===== config.mk =====
export PLATFORM = sky130hd
export DESIGN_NAME = load_store_unit_flat
export DESIGN_NICKNAME = d
export VERILOG_FILES = /design/src/rtl/load_store_unit_if.sv /design/src/rtl/load_store_unit.sv /design/src/flat_wrapper.sv
export SDC_FILE = /design/constraint.sdc
export NUM_CORES = 1
export LEC_CHECK = 0
export CAP_MARGIN = 20
export CORE_UTILIZATION = 30
export CTS_BUF_LIST = sky130_fd_sc_hd__clkbuf_4 sky130_fd_sc_hd__clkbuf_8
export CTS_CLUSTER_SIZE = 20
export DETAILED_ROUTE_END_ITERATION = 12
export PLACE_DENSITY = 0.63
export SYNTH_ARGS = -nofsm -noshare
export SYNTH_HDL_FRONTEND = slang
export SYNTH_SLANG_ARGS = --single-unit

===== constraint.sdc =====
create_clock -name CLK -period 3.7 [get_ports CLK]
set_clock_uncertainty 0.2 [all_clocks]
set_input_delay 0.37 -clock CLK [delete_from_list [all_inputs] [get_ports CLK]]
set_output_delay 0.37 -clock CLK [all_outputs]
set_load 0.005 [all_outputs]

===== src/rtl/load_store_unit_if.sv =====
// Core-side and memory-side bundles for the load/store unit.
// lsu_core_if: request/response handshake; lsu_mem_if: word-addressed data memory port.
interface lsu_core_if;
   logic        req_valid;
   logic        req_ready;
   logic        req_we;
   logic [2:0]  req_funct3;
   logic [31:0] req_addr;
   logic [31:0] req_wdata;
   logic        resp_valid;
   logic [31:0] resp_rdata;
   logic        resp_err;

   modport master (
      output req_valid, req_we, req_funct3, req_addr, req_wdata,
      input  req_ready, resp_valid, resp_rdata, resp_err
   );
   modport slave (
      input  req_valid, req_we, req_funct3, req_addr, req_wdata,
      output req_ready, resp_valid, resp_rdata, resp_err
   );
endinterface

interface lsu_mem_if #(parameter int ADDR_W = 10);
   logic              mem_en;
   logic              mem_we;
   logic [3:0]        mem_be;
   logic [ADDR_W-1:0] mem_addr;
   logic [31:0]       mem_wdata;
   logic [31:0]       mem_rdata;
   logic              mem_ready;

   modport master (
      output mem_en, mem_we, mem_be, mem_addr, mem_wdata,
      input  mem_rdata, mem_ready
   );
   modport slave (
      input  mem_en, mem_we, mem_be, mem_addr, mem_wdata,
      output mem_rdata, mem_ready
   );
endinterface


===== src/rtl/load_store_unit.sv =====
// RV32I data-side load/store unit: one request at a time, byte-enabled word memory cycles.
// Ports: CLK, RSTn (async low), core (lsu_core_if.slave), mem (lsu_mem_if.master).
module load_store_unit #(
   parameter int ADDR_W = 10
) (
   input logic        CLK,
   input logic        RSTn,
   lsu_core_if.slave  core,
   lsu_mem_if.master  mem
);

   typedef enum logic [1:0] {IDLE, ACCESS, RDWAIT, RESP} state_t;

   state_t state, state_n;

   logic              we_r;
   logic [2:0]        f3_r;
   logic [ADDR_W+1:0] addr_r;
   logic [31:0]       wdata_r;
   logic              err_r;
   logic [31:0]       rdata_r;

   logic        bad_f3;
   logic        misal;
   logic        req_err;
   logic [3:0]  be;
   logic [31:0] wlane;
   logic [31:0] shifted;
   logic [31:0] ext;
   logic        en;

   always_comb begin
      bad_f3 = 1'b0;
      misal  = 1'b0;
      case (core.req_funct3)
         3'b000: bad_f3 = 1'b0;
         3'b001: misal  = core.req_addr[0];
         3'b010: misal  = |core.req_addr[1:0];
         3'b100: bad_f3 = core.req_we;
         3'b101: begin
            bad_f3 = core.req_we;
            misal  = core.req_addr[0];
         end
         default: bad_f3 = 1'b1;
      endcase
      req_err = bad_f3 | misal;
   end

   // Lane placement from the registered fields; size code 11 never reaches ACCESS.
   always_comb begin
      be    = 4'b1111;
      wlane = wdata_r;
      unique case (1'b1)
         (f3_r[1:0] == 2'b00): begin
            be    = 4'b0001 << addr_r[1:0];
            wlane = {4{wdata_r[7:0]}};
         end
         (f3_r[1:0] == 2'b01): begin
            be    = 4'b0011 << addr_r[1:0];
            wlane = {2{wdata_r[15:0]}};
         end
         default: begin
            be    = 4'b1111;
            wlane = wdata_r;
         end
      endcase
   end

   assign shifted = mem.mem_rdata >> {addr_r[1:0], 3'b000};

   always_comb begin
      ext = shifted;
      case (f3_r)
         3'b000:  ext = {{24{shifted[7]}}, shifted[7:0]};
         3'b001:  ext = {{16{shifted[15]}}, shifted[15:0]};
         3'b100:  ext = {24'd0, shifted[7:0]};
         3'b101:  ext = {16'd0, shifted[15:0]};
         default: ext = shifted;
      endcase
   end

   always_ff @(posedge CLK or negedge RSTn) begin
      if (!RSTn) state <= IDLE;
      else       state <= state_n;
   end

   always_comb begin
      state_n = state;
      case (state)
         IDLE:
            if (core.req_valid)
               state_n = req_err ? RESP : ACCESS;
         ACCESS:
            if (mem.mem_ready)
               state_n = we_r ? RESP : RDWAIT;
         RDWAIT:  state_n = RESP;
         RESP:    state_n = IDLE;
         default: state_n = IDLE;
      endcase
   end

   always_ff @(posedge CLK or negedge RSTn) begin
      if (!RSTn) begin
         we_r    <= 1'b0;
         f3_r    <= 3'd0;
         addr_r  <= '0;
         wdata_r <= 32'd0;
         err_r   <= 1'b0;
         rdata_r <= 32'd0;
      end else if (state == IDLE && core.req_valid) begin
         we_r    <= core.req_we;
         f3_r    <= core.req_funct3;
         addr_r  <= core.req_addr[ADDR_W+1:0];
         wdata_r <= core.req_wdata;
         err_r   <= req_err;
         rdata_r <= 32'd0;
      end else if (state == RDWAIT) begin
         rdata_r <= ext;
      end
   end

   // Memory outputs are decoded from state so reset drops them at once.
   assign en            = (state == ACCESS);
   assign mem.mem_en    = en;
   assign mem.mem_we    = en & we_r;
   assign mem.mem_be    = en ? be : 4'd0;
   assign mem.mem_addr  = en ? addr_r[ADDR_W+1:2] : '0;
   assign mem.mem_wdata = en ? wlane : 32'd0;

   assign core.req_ready  = (state == IDLE);
   assign core.resp_valid = (state == RESP);
   assign core.resp_rdata = rdata_r;
   assign core.resp_err   = err_r;

endmodule


===== src/flat_wrapper.sv =====
// flat-port wrapper written by rule: the top's interface ports become plain ports
module load_store_unit_flat 
#(
   parameter int ADDR_W = 10
)
  (CLK, RSTn, core_req_valid, core_req_we, core_req_funct3, core_req_addr, core_req_wdata, core_req_ready, core_resp_valid, core_resp_rdata, core_resp_err, mem_mem_en, mem_mem_we, mem_mem_be, mem_mem_addr, mem_mem_wdata, mem_mem_rdata, mem_mem_ready);
  lsu_core_if core_i ();
  lsu_mem_if #(.ADDR_W(ADDR_W)) mem_i ();
  input logic CLK;
  input logic RSTn;
  input wire logic [$bits(core_i.req_valid)-1:0] core_req_valid;
  input wire logic [$bits(core_i.req_we)-1:0] core_req_we;
  input wire logic [$bits(core_i.req_funct3)-1:0] core_req_funct3;
  input wire logic [$bits(core_i.req_addr)-1:0] core_req_addr;
  input wire logic [$bits(core_i.req_wdata)-1:0] core_req_wdata;
  output wire logic [$bits(core_i.req_ready)-1:0] core_req_ready;
  output wire logic [$bits(core_i.resp_valid)-1:0] core_resp_valid;
  output wire logic [$bits(core_i.resp_rdata)-1:0] core_resp_rdata;
  output wire logic [$bits(core_i.resp_err)-1:0] core_resp_err;
  output wire logic [$bits(mem_i.mem_en)-1:0] mem_mem_en;
  output wire logic [$bits(mem_i.mem_we)-1:0] mem_mem_we;
  output wire logic [$bits(mem_i.mem_be)-1:0] mem_mem_be;
  output wire logic [$bits(mem_i.mem_addr)-1:0] mem_mem_addr;
  output wire logic [$bits(mem_i.mem_wdata)-1:0] mem_mem_wdata;
  input wire logic [$bits(mem_i.mem_rdata)-1:0] mem_mem_rdata;
  input wire logic [$bits(mem_i.mem_ready)-1:0] mem_mem_ready;
  assign core_i.req_valid = core_req_valid;
  assign core_i.req_we = core_req_we;
  assign core_i.req_funct3 = core_req_funct3;
  assign core_i.req_addr = core_req_addr;
  assign core_i.req_wdata = core_req_wdata;
  assign core_req_ready = core_i.req_ready;
  assign core_resp_valid = core_i.resp_valid;
  assign core_resp_rdata = core_i.resp_rdata;
  assign core_resp_err = core_i.resp_err;
  assign mem_mem_en = mem_i.mem_en;
  assign mem_mem_we = mem_i.mem_we;
  assign mem_mem_be = mem_i.mem_be;
  assign mem_mem_addr = mem_i.mem_addr;
  assign mem_mem_wdata = mem_i.mem_wdata;
  assign mem_i.mem_rdata = mem_mem_rdata;
  assign mem_i.mem_ready = mem_mem_ready;
  load_store_unit #(.ADDR_W(ADDR_W)) u_core (.CLK(CLK), .RSTn(RSTn), .core(core_i), .mem(mem_i));
endmodule

==> results of run 1 <==
[metal layers]
metal	GRT usage [%]	vias up	routed length, um	share of wire [%]
met4	8.43	0	388	2.8
met1	22.4	1908	5960	43
met3	4.72	26	1080	7.8
met2	29.8	172	6420	46
li1	-	2002	-	-
met5	0	-	0	0
[power by group through the flow]
stage	sequential, uW	combinational [uW]	clock (uW)
3_5_place_dp	1650	2650	0
5_1_grt	1690	2920	875
2_1_floorplan	1540	1650	0
3_3_place_gp	1630	2600	0
6_report	1620	2630	821
4_1_cts	1630	2670	846
[kinds of logic (layout without fill, tap and decap cells)]
| group | after synthesis | after routing | synth area share [%] |
|---|---|---|---|
| compound gates | 64 | 64 | 11.2 |
| buf+inv | 56 | 214 | 6.03 |
| fa+ha+maj | 4 | 4 | 1.08 |
| simple gates | 251 | 251 | 23.6 |
| xor+xnor | 1 | 1 | 0.189 |
| flops | 83 | 83 | 44.9 |
| mux | 50 | 50 | 13.0 |
[sequential cells by signal (all words and copies together), names as in the netlist]
signal / count
u_core.core.resp_rdata: 32
u_core.wdata_r: 32
u_core.addr_r: 12
u_core.f3_r: 3
u_core.state: 2
u_core.core.resp_err: 1
u_core.we_r: 1
[cell type report]
type / instances / area (um2) / share of cell area (%)
inverters: 19 / 71.3 / 1.07
flip-flops and latches: 83 / 2080 / 31.1
well taps: 188 / 235 / 3.52
clock buffers: 10 / 138 / 2.06
multi-input cells: 370 / 2270 / 34.0
repair buffers: 179 / 1780 / 26.6
clock inverters: 6 / 113 / 1.68
[worst max path at each step]
stage / startpoint / endpoint / slack [ns] / depth (start not counted)
floorplan: u_core.state[1] / mem_mem_wdata[14] / 1.78 / 5
global placement: u_core.f3_r[1] / mem_mem_wdata[14] / 1.11 / 4
detailed placement: u_core.f3_r[1] / mem_mem_wdata[14] / 1.04 / 4
CTS: u_core.f3_r[1] / mem_mem_wdata[14] / 0.61 / 4
global route: u_core.f3_r[1] / mem_mem_wdata[12] / 0.47 / 4
finish: u_core.f3_r[1] / mem_mem_wdata[14] / 0.68 / 4
[what timing repair did]
item / in CTS / in global routing
endpoints found under the hold margin: 0 / 15
hold buffers: 0 / 1
setup endpoints to repair: 0 / 0
[stage by stage]
stage          power, uW  instance area (um2)  setup WS [ns]  hold WS, ns
3_3_place_gp        4230                 6400           1.11        0.254
5_1_grt             5480                 6690          0.473        0.219
6_report            5070                 6690          0.678        0.199
4_1_cts             5150                 6650          0.605       0.0230
2_1_floorplan       3190                 4630           1.78       -0.126
3_5_place_dp        4300                 6400           1.04        0.259
[critical path: cells and delay by family, from the launching register on]
kind | cells | cell delay (ns)
compound gates | 1 | 0.28
buf+inv | 1 | 0.56
flops | 1 | 0.58
simple gates | 2 | 0.65
[placed cells by master, fill, tap and decap left out, types with 2 or more instances in the layout]
cell             Yosys  layout
a21boi_0             8       8
a21oi_1              5       5
and2_1              28      27
buf_4                6      12
bufinv_16            0       3
clkbuf_8             0      10
clkdlybuf4s50_1      0     165
clkinv_4             0       2
dfrtp_1             83      83
ha_1                 4       4
inv_1               19      19
mux2i_1             41      41
mux4_2               8       8
nand2_1            187     186
nand3_1              3       3
nand4_1              2       2
nor2_1              12      12
nor2b_1             13      13
o211a_1              8       8
o21a_1               4       4
o21ai_0              8       8
o221ai_1            23      23
o31ai_1              2       2
==> out/metrics.cfg, run 1 <==
[die]
rows = 45
fp.dieH_um = 126
placeableCoreArea_um2 = 15100
start_util_pct = 30.5
die_area_um2 = 15900
die_w_um = 126
ios = 187

[critical_path]
rr_startpoint = u_core.state[1]
worstSetupEndpointType = output port
critPathRequiredTime_ns = 3.13
crit_chain = nor2_1 -> nand2_1 -> a21boi_0 -> clkdlybuf4s50_1
reg2reg_to = u_core.core.resp_err
reg2reg_depth = 6
rrSetupSlack_ns = 1.50
slowest_delay_ns = 0.58
start_kind = flip-flop
crit_type = flip-flop to output port
crit_fanout = 11
worstPathArrival_ns = 2.45
slowest_stage = dfrtp_1

[logic_synthesis]
synth_ff_type = dfrtp_1
postSynth.asyncResetShare_pct = 100
synth_area_leader_cell = dfrtp_1
synth_most_common_cell = nand2_1
synth.area.top_cells = dfrtp_1 (45%), nand2_1 (15%), mux2i_1 (8.9%), o221ai_1 (4.4%), mux4_2 (3.9%)
synth_cell_types = 37
syn_area_per_cell_um2 = 9.09
ys_ff_latch = 83
ys_top_cells_by_count = nand2_1 (187), dfrtp_1 (83), mux2i_1 (41)
synth_enable_flop_cells = 0
yosys_warnings = 0
ys_seq_area_share_pct = 44.9
synth_fp_nets = 617
netlist_instances = 509
synth_area_um2 = 4630
synth_top_area_share_pct = 44.9

[power_and_ir_drop]
p_int_uw = 3130
powerDensity_nw_per_um2 = 758
switching_share_pct = 38.2
pwr-share-clk_pct = 16.2
p_sw_uw = 1930
worst_ir_drop_vdd_mv = 0.236
p_seq_share_pct = 32.0
total_leakage_power_uw = 0.00304
pwr-share-comb_pct = 51.8

[clock_tree]
ctsLongestPathBuffers = 2
cts_resized = 0
postCtsSetupBuffers = 0
clock-sinks = 83
numCtsBuffers = 9
cts-htree-levels = 3
path_clk_slew_ns = 0.08
cts-root-buf = clkbuf_8
cts_tree = yes
clock_latency_ns = 0.37

[layout]
finalNonFillerCells = 855
antenna_cells = 0
fillers = 1464
final_core_util_pct = 44.1
drive_gt1_share_pct = 6.75
synthToLayoutAreaGrowth_pct = 44.5
nets = 770

[placed_design]
routabilityCongestion = 0.873
dp.cells = 837
hpwl_mm = 9.89
numPortBuffers = 166

[timing]
slew_headroom_pct = 61.1
rsz0062_at_grt = no
setup_viol = 0
hold_viol = 0
setup_tns_ns = 0
tightest_slew_ns = 0.581
finalCritPeriodShare_pct = 81.7
slew_viol_final = 0
min_period_ns = 3.02
max_freq_mhz = 331

[global_route]
grt_pass1_wl_mm = 22.4
antenna_found_initial = 0
grt.overflow.total = 0
grt_max_degree = 84
grt_usage_pct = 18.2
grt_pass1_vias = 4259

[flow_run]
maxCapViolCount = 0

[drt]
drc = 0
drt_iter0_drc = 211
num_vias = 4108
dr.pass1.iters = 4
via_per_inst = 4.80
wl_per_cell_um = 16.2
ant_nets = 0
routed_wl_mm = 13.8

[worst_hold_path]
hold_class = primary input to async pin

[outcome]
outcome = finished clean

Note: power is estimated with default switching activity, not from simulation.
==> inputs of run 2 (changes only) <==
==> constraint.sdc (replaced) <==
create_clock -name CLK -period 3.1 [get_ports CLK]
set_clock_uncertainty 0.2 [all_clocks]
set_input_delay 0.31 -clock CLK [delete_from_list [all_inputs] [get_ports CLK]]
set_output_delay 0.31 -clock CLK [all_outputs]
set_load 0.005 [all_outputs]
==> out/metrics.cfg, run 2 (synthesis results as in run 1) <==
[outcome]
outcome = finished clean  ; unchanged

[global_route]
grt_pass1_vias = 4281  ; was 4,259
grt.overflow.total = 0  ; unchanged
antenna_found_initial = 0  ; unchanged
grt_pass1_wl_mm = 22.0  ; was 22.4 mm
grt_usage_pct = 17.8  ; was 18.2%
grt_max_degree = 76  ; was 84

[power_and_ir_drop]
pwr-share-clk_pct = 13.5  ; was 16.2%
total_leakage_power_uw = 0.00302  ; was 0.00304 uW
p_sw_uw = 2300  ; was 1930 uW
switching_share_pct = 38.9  ; was 38.2%
pwr-share-comb_pct = 53.5  ; was 51.8%
p_seq_share_pct = 33.0  ; was 32.0%
p_int_uw = 3610  ; was 3130 uW
powerDensity_nw_per_um2 = 888  ; was 758 nW/um2
worst_ir_drop_vdd_mv = 0.356  ; was 0.236 mV

[layout]
final_cell_mix = nand2_1 (186), clkdlybuf4s50_1 (165), dfrtp_1 (83)  ; unchanged
antenna_cells = 0  ; unchanged
drive_gt1_share_pct = 7.04  ; was 6.75%
final_common_cell = nand2_1  ; unchanged
nets = 771  ; was 770
synthToLayoutAreaGrowth_pct = 43.7  ; was 44.5%

[placed_design]
place_ws_ns = 0.521  ; was 1.04 ns
numPortBuffers = 166  ; unchanged
hpwl_mm = 10.1  ; was 9.89 mm
routabilityCongestion = 0.875  ; was 0.873

[critical_path]
path_buf_inv = 1  ; unchanged
crit_chain = nor2_1 -> nand2_1 -> a21boi_0 -> clkdlybuf4s50_1  ; unchanged
worstPathArrival_ns = 2.31  ; was 2.45 ns
crit_type = flip-flop to output port  ; unchanged
worstSetupEndpointType = output port  ; unchanged
start_kind = flip-flop  ; unchanged
critPathRequiredTime_ns = 2.59  ; was 3.13 ns
slowest_delay_ns = 0.56  ; was 0.58 ns
slowest_stage = clkdlybuf4s50_1  ; was dfrtp_1
crit_family = simple AND/OR/NAND/NOR gates  ; unchanged
crit_fanout = 9  ; was 11

[timing]
slew_headroom_pct = 56.6  ; was 61.1%
setup_viol = 0  ; unchanged
setup_tns_ns = 0  ; unchanged
slew_viol_final = 0  ; unchanged
hold_viol = 0  ; unchanged
max_freq_mhz = 354
finalCritPeriodShare_pct = 91.1
tightest_slew_ns = 0.649  ; was 0.581 ns
rsz0062_at_grt = no  ; unchanged
min_period_ns = 2.82
timing.final.ws_setup_ns = 0.275  ; was 0.678 ns

[drt]
met3_length_mm = 1.06  ; was 1.08 mm
wl_per_cell_um = 16.1  ; was 16.2 um
top_layer_used = met4  ; unchanged
ant_nets = 0  ; unchanged
via_per_inst = 4.81  ; was 4.80
drt-met1-wl_mm = 5.93  ; was 5.96 mm
dr.pass1.iters = 4  ; unchanged
routed_wl_mm = 13.8  ; about the same
drt_iter0_drc = 203  ; was 211
met2_length_mm = 6.57  ; was 6.42 mm
num_vias = 4118  ; was 4,108
drc = 0  ; unchanged

[clock_tree]
clock-sinks = 83  ; unchanged
postCtsSetupBuffers = 0  ; unchanged
cts_tree = yes  ; unchanged
ctsLongestPathBuffers = 2  ; unchanged
cts-htree-levels = 3  ; unchanged
cts-root-buf = clkbuf_8  ; unchanged
path_clk_slew_ns = 0.08  ; about the same
clock_latency_ns = 0.37  ; about the same
numCtsBuffers = 9  ; unchanged

[die]
fp.dieH_um = 126  ; unchanged
die_area_um2 = 15900  ; unchanged
die_w_um = 126  ; unchanged
rows = 45  ; unchanged
start_util_pct = 30.5  ; unchanged
ios = 187  ; unchanged
placeableCoreArea_um2 = 15100  ; unchanged

[worst_hold_path]
hold_class = primary input to async pin  ; unchanged

[flow_run]
maxCapViolCount = 0  ; unchanged

[run 2: area by class of cell]
type	count	area [um2]
clock buffers	11	145
well taps	188	235
inverters	19	71.3
multi-input cells	370	2280
clock inverters	5	52.6
fillers	1474	8500
flip-flops and latches	83	2080
repair buffers	180	1790
[run 2: metrics by stage]
step / total power, uW / instances / hold WS [ns] / instance area, um2 / util (%)
global placement: 5070 / 838 / -0.0579 / 6430 / 42.5
floorplan: 3800 / 509 / -0.186 / 4630 / -
detailed placement: 5160 / 838 / -0.0548 / 6430 / 42.5
CTS: 5990 / 855 / 0.0802 / 6640 / 43.8
finish: 5910 / 856 / 0.0952 / 6650 / 43.9
global route: 6400 / 856 / 0.0928 / 6650 / 43.9
[run 2: timing repair]
item,CTS,global route
endpoints found under the setup margin,0,6
endpoints found under the hold margin,83,0
hold buffers,1,0
resized for setup,0,1
[run 2: worst paths after layout]
path | endpoint | slack, ns | start | cells past startpoint
max in group asynchronous | u_core.core.resp_err | 1.98 | RSTn | 3
worst max-delay path | mem_mem_wdata[12] | 0.28 | u_core.f3_r[0] | 4
worst max register to register | u_core.core.resp_rdata[25] | 0.88 | u_core.state[0] | 5
worst min-delay path | u_core.core.resp_rdata[0] | 0.1 | RSTn | 2
worst min register to register | u_core.addr_r[4] | 0.27 | u_core.addr_r[4] | 2
min in group CLK | u_core.wdata_r[1] | 0.26 | core_req_wdata[1] | 3
[run 2: worst register-to-register path: cells and delay by family, from the launching register on]
kind | cells | cell delay, ns
buffers and inverters | 2 | 0.39
AOI/OAI and AO/OA | 1 | 0.40
and+or+nand+nor | 1 | 0.52
DFF | 1 | 0.44
adders and majority gates | 1 | 0.17
[run 2: power groups by stage]
| stage | combinational [uW] | clock (uW) | sequential, uW |
|---|---|---|---|
| after floorplan | 1970 | 0 | 1830 |
| after global placement | 3120 | 0 | 1950 |
| after CTS | 3210 | 833 | 1950 |
| after detailed placement | 3190 | 0 | 1970 |
| final | 3160 | 800 | 1950 |
| after global routing | 3520 | 866 | 2020 |
[run 2: routing by layer]
metal | up-vias | GRT usage (%)
met3 | 14 | 5.18
met1 | 1958 | 21.7
met5 | - | 0
met2 | 146 | 30.1
li1 | 2000 | -
met4 | 0 | 5.74
